**src/rtl/sprite_fetch_pkg.sv**
```systemverilog
// rtl/sprite_fetch_pkg.sv - shared types and widths for the sprite fetch sequencer
package sprite_fetch_pkg;

    localparam int SPR_PER_LINE_DEFAULT = 10;
    localparam int SORT_CYCLES_DEFAULT  = 40;
    localparam int TILE_ADDR_W          = 11;
    localparam int VRAM_ADDR_W          = 12;

    typedef enum logic [2:0] {
        ST_IDLE,
        ST_SORT_WAIT,
        ST_SETUP,
        ST_REQ_LO,
        ST_DV_LO,
        ST_REQ_HI,
        ST_DV_HI,
        ST_DONE
    } fetch_state_t;

endpackage

```
**src/rtl/sprite_fetch.sv**
```systemverilog
// rtl/sprite_fetch.sv - per-line sprite sort kick-off and two-plane VRAM tile fetch
module sprite_fetch
    import sprite_fetch_pkg::*;
#(
    parameter int SPR_PER_LINE = SPR_PER_LINE_DEFAULT,
    parameter int SORT_CYCLES  = SORT_CYCLES_DEFAULT
) (
    input  logic                   clk,
    input  logic                   reset,
    input  logic                   line_start,
    input  logic                   abort,
    output logic                   sort,
    output logic [3:0]             index,
    input  logic [TILE_ADDR_W-1:0] addr,
    output logic                   vram_req,
    output logic [VRAM_ADDR_W-1:0] vram_addr,
    input  logic                   vram_ack,
    input  logic [7:0]             vram_data,
    input  logic [7:0]             vram_data1,
    output logic [1:0]             dvalid,
    output logic [7:0]             data,
    output logic [7:0]             data1,
    output logic                   busy,
    output logic                   done
);

    localparam int CNT_W = $clog2(SORT_CYCLES + 1);
    localparam logic [CNT_W-1:0] CNT_LAST = CNT_W'(SORT_CYCLES - 1);
    localparam logic [3:0]       IDX_LAST = 4'(SPR_PER_LINE - 1);

    fetch_state_t               state_q, state_d;
    logic [CNT_W-1:0]           cnt_q, cnt_d;
    logic [3:0]                 index_q, index_d;
    logic [TILE_ADDR_W-1:0]     addr_q, addr_d;
    logic [7:0]                 data_q, data_d;
    logic [7:0]                 data1_q, data1_d;
    logic                       sort_q, sort_d;
    logic                       vram_req_q, vram_req_d;
    logic [VRAM_ADDR_W-1:0]     vram_addr_q, vram_addr_d;
    logic [1:0]                 dvalid_q, dvalid_d;
    logic                       busy_q, busy_d;
    logic                       done_q, done_d;
    logic                       start;

    always_comb begin
        state_d = state_q;
        cnt_d   = cnt_q;
        index_d = index_q;
        addr_d  = addr_q;
        data_d  = data_q;
        data1_d = data1_q;
        start   = 1'b0;

        // Abort outranks line_start; line_start from any other state restarts the line.
        if (abort) begin
            state_d = ST_IDLE;
        end else if (line_start) begin
            state_d = ST_SORT_WAIT;
            start   = 1'b1;
        end else begin
            case (state_q)
                ST_IDLE: state_d = ST_IDLE;
                ST_SORT_WAIT: begin
                    if (cnt_q == CNT_LAST) begin
                        state_d = ST_SETUP;
                    end else begin
                        cnt_d = cnt_q + 1'b1;
                    end
                end
                ST_SETUP: begin
                    addr_d  = addr;
                    state_d = ST_REQ_LO;
                end
                ST_REQ_LO: begin
                    if (vram_ack) begin
                        data_d  = vram_data;
                        data1_d = vram_data1;
                        state_d = ST_DV_LO;
                    end
                end
                ST_DV_LO: state_d = ST_REQ_HI;
                ST_REQ_HI: begin
                    if (vram_ack) begin
                        data_d  = vram_data;
                        data1_d = vram_data1;
                        state_d = ST_DV_HI;
                    end
                end
                ST_DV_HI: begin
                    if (index_q == IDX_LAST) begin
                        state_d = ST_DONE;
                    end else begin
                        index_d = index_q + 1'b1;
                        state_d = ST_SETUP;
                    end
                end
                ST_DONE: state_d = ST_IDLE;
                default: state_d = ST_IDLE;
            endcase
        end

        if (start || state_d == ST_IDLE) begin
            cnt_d   = '0;
            index_d = '0;
        end
    end

    // Outputs are computed from the next state so every port comes straight from a flop.
    always_comb begin
        sort_d      = start;
        vram_req_d  = (state_d == ST_REQ_LO) || (state_d == ST_REQ_HI);
        vram_addr_d = vram_addr_q;
        if (state_d == ST_REQ_LO) begin
            vram_addr_d = {addr_d, 1'b0};
        end else if (state_d == ST_REQ_HI) begin
            vram_addr_d = {addr_q, 1'b1};
        end
        dvalid_d = 2'b00;
        if (state_d == ST_DV_LO) begin
            dvalid_d = 2'b01;
        end else if (state_d == ST_DV_HI) begin
            dvalid_d = 2'b10;
        end
        busy_d = (state_d != ST_IDLE) && (state_d != ST_DONE);
        done_d = (state_d == ST_DONE);
    end

    always_ff @(posedge clk) begin
        if (reset) begin
            state_q     <= ST_IDLE;
            cnt_q       <= '0;
            index_q     <= '0;
            addr_q      <= '0;
            data_q      <= '0;
            data1_q     <= '0;
            sort_q      <= 1'b0;
            vram_req_q  <= 1'b0;
            vram_addr_q <= '0;
            dvalid_q    <= 2'b00;
            busy_q      <= 1'b0;
            done_q      <= 1'b0;
        end else begin
            state_q     <= state_d;
            cnt_q       <= cnt_d;
            index_q     <= index_d;
            addr_q      <= addr_d;
            data_q      <= data_d;
            data1_q     <= data1_d;
            sort_q      <= sort_d;
            vram_req_q  <= vram_req_d;
            vram_addr_q <= vram_addr_d;
            dvalid_q    <= dvalid_d;
            busy_q      <= busy_d;
            done_q      <= done_d;
        end
    end

    assign sort      = sort_q;
    assign index     = index_q;
    assign vram_req  = vram_req_q;
    assign vram_addr = vram_addr_q;
    assign dvalid    = dvalid_q;
    assign data      = data_q;
    assign data1     = data1_q;
    assign busy      = busy_q;
    assign done      = done_q;

endmodule

```
**config.mk**
```make
export PLATFORM = sky130hd
export DESIGN_NAME = sprite_fetch
export DESIGN_NICKNAME = d
export VERILOG_FILES = /design/src/rtl/sprite_fetch_pkg.sv /design/src/rtl/sprite_fetch.sv
export SDC_FILE = /design/constraint.sdc
export NUM_CORES = 1
export LEC_CHECK = 0
export BUFFER_PORTS_ARGS = -buffer_cell sky130_fd_sc_hd__buf_4
export CORE_MARGIN = 3
export CORE_UTILIZATION = 50
export CTS_CLUSTER_DIAMETER = 120
export DETAILED_ROUTE_END_ITERATION = 8
export GPL_TIMING_DRIVEN = 0
export PLACE_DENSITY = 0.89
export REMOVE_ABC_BUFFERS = 1
export SYNTH_ARGS = -nofsm -noshare
export SYNTH_HDL_FRONTEND = slang
export SYNTH_SLANG_ARGS = --single-unit
```
**constraint.sdc**
```tcl
create_clock -name clk -period 2.5 [get_ports clk]
set_input_delay 0.5 -clock clk [delete_from_list [all_inputs] [get_ports clk]]
set_output_delay 0.5 -clock clk [all_outputs]
set_load 0.05 [all_outputs]
```
==> flow_summary_export.csv, run 1 <==
group,metric,value,unit
outcome,status,"complete, no violations",
clock_network,clk_pin_slew,60,ps
routing,drtIter0Drc,74,
worst_setup_path,crit_slowest_cell,"a2111o_2",
worst_setup_path,r2r-start,"cnt_q[0]",
timing,fmax,439,MHz
floorplanning,initial_core_util,53.1,%
clock_network,holdBufCountCts,0,
timing,slew_violations,0,
worst_setup_path,cp_cell_sequence,"ha_1 -> and4bb_1 -> a21oi_1 -> a2111o_2 -> and2_4 -> o21ai_4 -> nor2_2",
logic_synthesis,synth_top_area_share,49.2,%
logic_synthesis,synth_area_leader_cell,"dfxtp_1",
timing,fin_crit_sh,91.2,%
worst_setup_path,critical_path_class,"reg2reg",
logic_synthesis,synth_top_flop_cell,"dfxtp_1",
routing,via_per_inst,5.41,
worst_setup_path,reg2reg_slack,220,ps
finish,final_cell_mix,"buf_4, dfxtp_1, nor2_1",
global_routing,grt_use_met2,31.3,%
clock_network,cts-root-buf,"clkbuf_8",
clock_network,clock_latency,330,ps
global_routing,top_usage_layer,"met2",
routing,drtAntennaViolNets,0,
floorplanning,core,0.00444,sq mm
worst_setup_path,path_delay_family,"compound AO/OA/AOI/OAI gates",
timing,fin_crit,2280,ps
logic_synthesis,synth.area.top_cells,"dfxtp_1, mux2i_1, nor2_1",
timing,finalClockSkew,9.27,ps
logic_synthesis,synth_warnings,0,
clock_network,cts_tree,"done",
logic_synthesis,synthesis.area,0.00236,sq mm
clock_network,htreeDepth,3,
global_routing,overflow,0,
routing,wire_per_inst,14.6,microns
floorplanning,die_h,74.7,microns
routing,drc,0,
power,power.total,1.96,mW
worst_hold_path,hold_path_end,"state_q[0]",
finish,multi_input_area,0.00111,sq mm
routing,drt_wl_total,5190,microns
finish,drive_gt1_share,35.0,%
clock_network,cts_buffer_depth,2,
routing,dr.pass1.iters,4,
finish,antenna_cells,0,
global_routing,grt_pass1_wl,8150,microns
power,ir_worst_vdd,0.404,mV
floorplanning,die_w,74.7,microns
timing,hold_viol,0,
worst_setup_path,cp-end-kind,"flop",
logic_synthesis,synth-edff-count,0,
global_routing,grt_max_degree,48,
timing,hold_slack,396,ps
floorplanning,std_cell_rows,24,
worst_setup_path,worstPathMaxFanout,10,
logic_synthesis,syn-instance-count,229,
floorplanning,io_pins,70,
finish,seq_area,0.00116,sq mm
worst_setup_path,r2r_end,"cnt_q[0]",
worst_hold_path,hold_path.class,"in2reg",
global_routing,grt_pass1_vias,1821,
finish,syn_to_final_growth,31.6,%
place,gp_congestion,0.728,
finish,n_fill_cell,362,
logic_synthesis,syn_area_per_cell,10.3,sq um
timing,tightest_slew,1090,ps
worst_setup_path,max_stage_delay,540,ps
global_routing,grt_util_all_layers,19.2,%
floorplanning,dieArea,0.00558,sq mm
timing,finalSetupViolations,0,
clock_network,cts_made_buffers,9,
place,dp_hpwl,3500,microns
power,leakagePower,1.40,nW
finish,final_net_count,333,
power,power_density,629,mW/mm^2
timing,grt_setup_unrepaired,"no",
place,portBuffers,69,
logic_synthesis,ys_ff_latch,58,
logic_synthesis,ys_seq_area_share,49.2,%
worst_setup_path,startpoint_type,"flop",
job,max_cap_viol_count,0,
worst_setup_path,cp.arrival,2470,ps
logic_synthesis,async_flop_share,0,%
timing,relSlewSlack,27.4,%
timing,finalSetupTns,0,ps
worst_setup_path,cp_data_required_time,2690,ps
global_routing,met3_usage,6.28,%
worst_hold_path,hold_start,"abort",
global_routing,grt_antenna_before_repair,0,
global_routing,use_met1,22.9,%
clock_network,cts.sinks,58,
worst_hold_path,hold-path-cell-count,2,
worst_setup_path,cp_num_buf_inv,0,
finish,layout_commonest_cell,"buf_4",
routing,vias,1921,
logic_synthesis,synth_cell_types,40,
worst_setup_path,reg2reg_depth,7,
==> per-layer routing <==
metal | share of wire (%) | up-vias
li1 | - | 942
met1 | 44 | 909
met2 | 48 | 61
met3 | 7.0 | 9
met4 | 1.2 | 0
met5 | 0 | -
==> power by group <==
part / switching, mW / internal, mW / leakage, nW
registers: 0.00254 / 0.926 / 0.467
clock network: 0.356 / 0.585 / 0.109
logic: 0.0434 / 0.0425 / 0.820
==> registers in the layout, indices dropped and copies added, names as in the netlist <==
| register | cells |
|---|---|
| index | 4 |
| busy | 1 |
| dvalid | 2 |
| done | 1 |
| sort | 1 |
| vram_addr | 12 |
| addr_q | 11 |
| cnt_q | 6 |
| state_q | 3 |
| data | 8 |
| data1 | 8 |
| vram_req | 1 |
==> cell usage after synthesis, drive strengths merged, types with 4 or more instances <==
library cell  instances
inv                   4
dfxtp                58
buf                  11
nor2                 44
nand4                 4
xor2                  8
nand2                 8
nor3                 13
a221o                11
a21oi                 5
mux2i                28
==> final cells by class <==
| cell class | count | share of cell area (%) |
|---|---|---|
| flip-flops and latches | 58 | 37.4 |
| clock buffers | 11 | 4.55 |
| multi-input cells | 154 | 35.9 |
| well taps | 52 | 2.09 |
| inverters | 4 | 0.483 |
| repair buffers | 71 | 17.1 |
| clock inverters | 5 | 2.50 |
==> timing repair <==
item / in CTS / in global routing
buffers inserted: 0 / 2
resized for setup: 1 / 2
endpoints found under the setup margin: 11 / 11
==> worst max-delay path by stage <==
stage                    end       start  depth (start not counted)
2_1_floorplan  vram_addr[10]    index[0]                          7
3_3_place_gp    vram_addr[8]    vram_ack                          7
3_5_place_dp    vram_addr[1]  line_start                          6
4_1_cts        vram_addr[11]  state_q[1]                          5
5_1_grt             data1[0]  state_q[1]                          4
6_report            cnt_q[0]    cnt_q[0]                          7
==> cells by family (layout without fill, tap and decap cells) <==
group / Yosys count / in the layout / share of synthesized area (%)
buf+inv: 17 / 91 / 3.92
flops: 58 / 58 / 49.2
fa+ha+maj: 3 / 3 / 1.59
mux: 29 / 29 / 12.3
xor+xnor: 10 / 10 / 4.03
simple gates: 88 / 88 / 19.3
compound gates: 24 / 24 / 9.65
==> worst reg2reg max path, cell delays in order, from the launching register on <==
cell,delay (ps)
dfxtp_1,370
ha_1,210
and4bb_1,240
a21oi_1,100
a2111o_2,550
and2_4,220
o21ai_4,390
nor2_2,90
==> per-stage QoR <==
stage / area, sq um / setup WS [ps] / std cells / util, %
CTS: 3090 / 7.37 / 353 / 69.5
global placement: 2870 / -15.5 / 337 / 64.5
detailed placement: 2870 / -85.6 / 337 / 64.5
floorplan: 2280 / 138 / 216 / -
global route: 3110 / 5.96 / 355 / 69.9
finish: 3110 / 221 / 355 / 69.9
Power figures use the tool's default switching activity.
==> inputs of run 2 (changes only) <==
Clock period 2.5 ns to 2.7 ns, I/O delays scaled along.
==> run 2 against run 1 <==
  * Total power fell by 7.5%
  * Count of clock-buffer cells in the layout unchanged
  * Critical endpoint is now vram_addr[9]
  * Core utilization is 0.51 points lower
  * Cell area decreased by 0.72%
  * Cell count fell by 0.56%
  * Critical path type unchanged
  * Clock power down 7.5%
  * Sequential share of layout area is 0.27 points higher
  * Global-route usage barely moved
==> flow_summary_export.csv, run 2 (same netlist as run 1, synthesis figures left out) <==
group,metric,value,unit
clock_network,cts_made_buffers,9,
finish,fin_cells,353,
finish,final_net_count,331,
routing,drtIter0Drc,110,
routing,via_per_inst,5.41,
worst_setup_path,cp.arrival,2800,ps
clock_network,cts.sinks,58,
routing,drtAntennaViolNets,0,
clock_network,cts-root-buf,"clkbuf_8",
routing,dr.pass1.iters,4,
finish,drive_gt1_share,33.6,%
global_routing,grt_max_degree,48,
clock_network,htreeDepth,3,
place,dp_hpwl,3500,microns
floorplanning,initial_core_util,53.1,%
place,dpl.cell_count,337,
routing,drt_wl_total,5170,microns
worst_setup_path,critical_path_class,"reg2reg",
clock_network,clock_latency,330,ps
global_routing,grt_antenna_before_repair,0,
floorplanning,die_w,74.7,microns
timing,hold_viol,0,
global_routing,grt_util_all_layers,19.2,%
clock_network,cts_tree,"done",
power,power_density,586,mW/mm^2
timing,tightest_slew,1090,ps
timing,fin_crit,2530,ps
timing,finalSetupTns,0,ps
routing,drc,0,
timing,relSlewSlack,27.2,%
finish,syn_to_final_growth,30.7,%
worst_setup_path,cp_data_required_time,2970,ps
worst_setup_path,worstPathMaxFanout,11,
worst_setup_path,cp-end-kind,"flop",
place,gp_congestion,0.728,
finish,antenna_cells,0,
global_routing,grt_pass1_wl,8150,microns
power,power.total,1.81,mW
timing,fin_crit_sh,93.8,%
routing,wire_per_inst,14.6,microns
power,ir_worst_vdd,0.373,mV
clock_network,clk_pin_slew,60,ps
floorplanning,die_h,74.7,microns
job,max_cap_viol_count,0,
finish,final_cell_mix,"buf_4, dfxtp_1, nor2_1",
timing,finalSetupViolations,0,
clock_network,cts_resized,0,
place,portBuffers,69,
timing,slew_violations,0,
routing,vias,1911,
clock_network,cts_setup_buffers,0,
floorplanning,dieArea,0.00558,sq mm
finish,largest_reg_flops,12,
clock_network,holdBufCountCts,0,
power,leakagePower,1.39,nW
global_routing,overflow,0,
timing,hold_slack,438,ps
timing,fmax,395,MHz
timing,finalClockSkew,9.83,ps
finish,layout_commonest_cell,"buf_4",
floorplanning,core,0.00444,sq mm
worst_hold_path,hold_path.class,"in2reg",
floorplanning,std_cell_rows,24,
timing,grt_setup_unrepaired,"no",
worst_setup_path,reg2reg_slack,170,ps
global_routing,grt_pass1_vias,1815,
floorplanning,io_pins,70,
clock_network,cts_buffer_depth,2,
outcome,status,"complete, no violations",
worst_setup_path,startpoint_type,"flop",
==> run 2: final cells by class <==
type | instances | area [sq um]
Clock inverter | 5 | 77.6
Multi-Input combinational cell | 154 | 1110
Fill cell | 369 | 1360
Tap cell | 52 | 65.1
Inverter | 4 | 15.0
Sequential cell | 58 | 1160
Clock buffer | 11 | 141
Timing Repair Buffer | 69 | 518
==> run 2: power breakdown <==
| group | total [mW] | switching (mW) | internal (mW) |
|---|---|---|---|
| Clock | 0.870 | 0.329 | 0.542 |
| Combinational | 0.0787 | 0.0396 | 0.0391 |
| Sequential | 0.860 | 0.00228 | 0.858 |
==> run 2: stage by stage <==
stage          utilization (%)  setup WS [ps]  area [sq um]
2_1_floorplan                -            338          2280
3_3_place_gp              64.5            144          2870
3_5_place_dp              64.5           74.4          2870
4_1_cts                   69.4            163          3090
5_1_grt                   69.4           2.54          3090
6_report                  69.4            168          3090
==> run 2: worst paths after layout <==
path,cells past startpoint,endpoint,startpoint
min,2,state_q[0],abort
max reg2reg,6,vram_addr[9],cnt_q[0]
max,6,vram_addr[9],cnt_q[0]
min reg2reg,1,vram_addr[5],addr_q[4]
==> run 2: layer usage <==
metal,track usage [%],wire length (microns),part of all wire (%),up-vias
met5,0,0,0,-
met3,5.74,338,6.5,7
li1,-,-,-,938
met2,31.1,2490,48,58
met1,23.5,2280,44,908
met4,8.89,59,1.1,0
==> run 2: critical path: stages, from the launching register on <==
cell and delay (ps):
dfxtp_1 370, ha_1 200, and4bb_1 240, a21oi_1 90, a2111o_2 540, a21oi_1 760
a221o_1 280
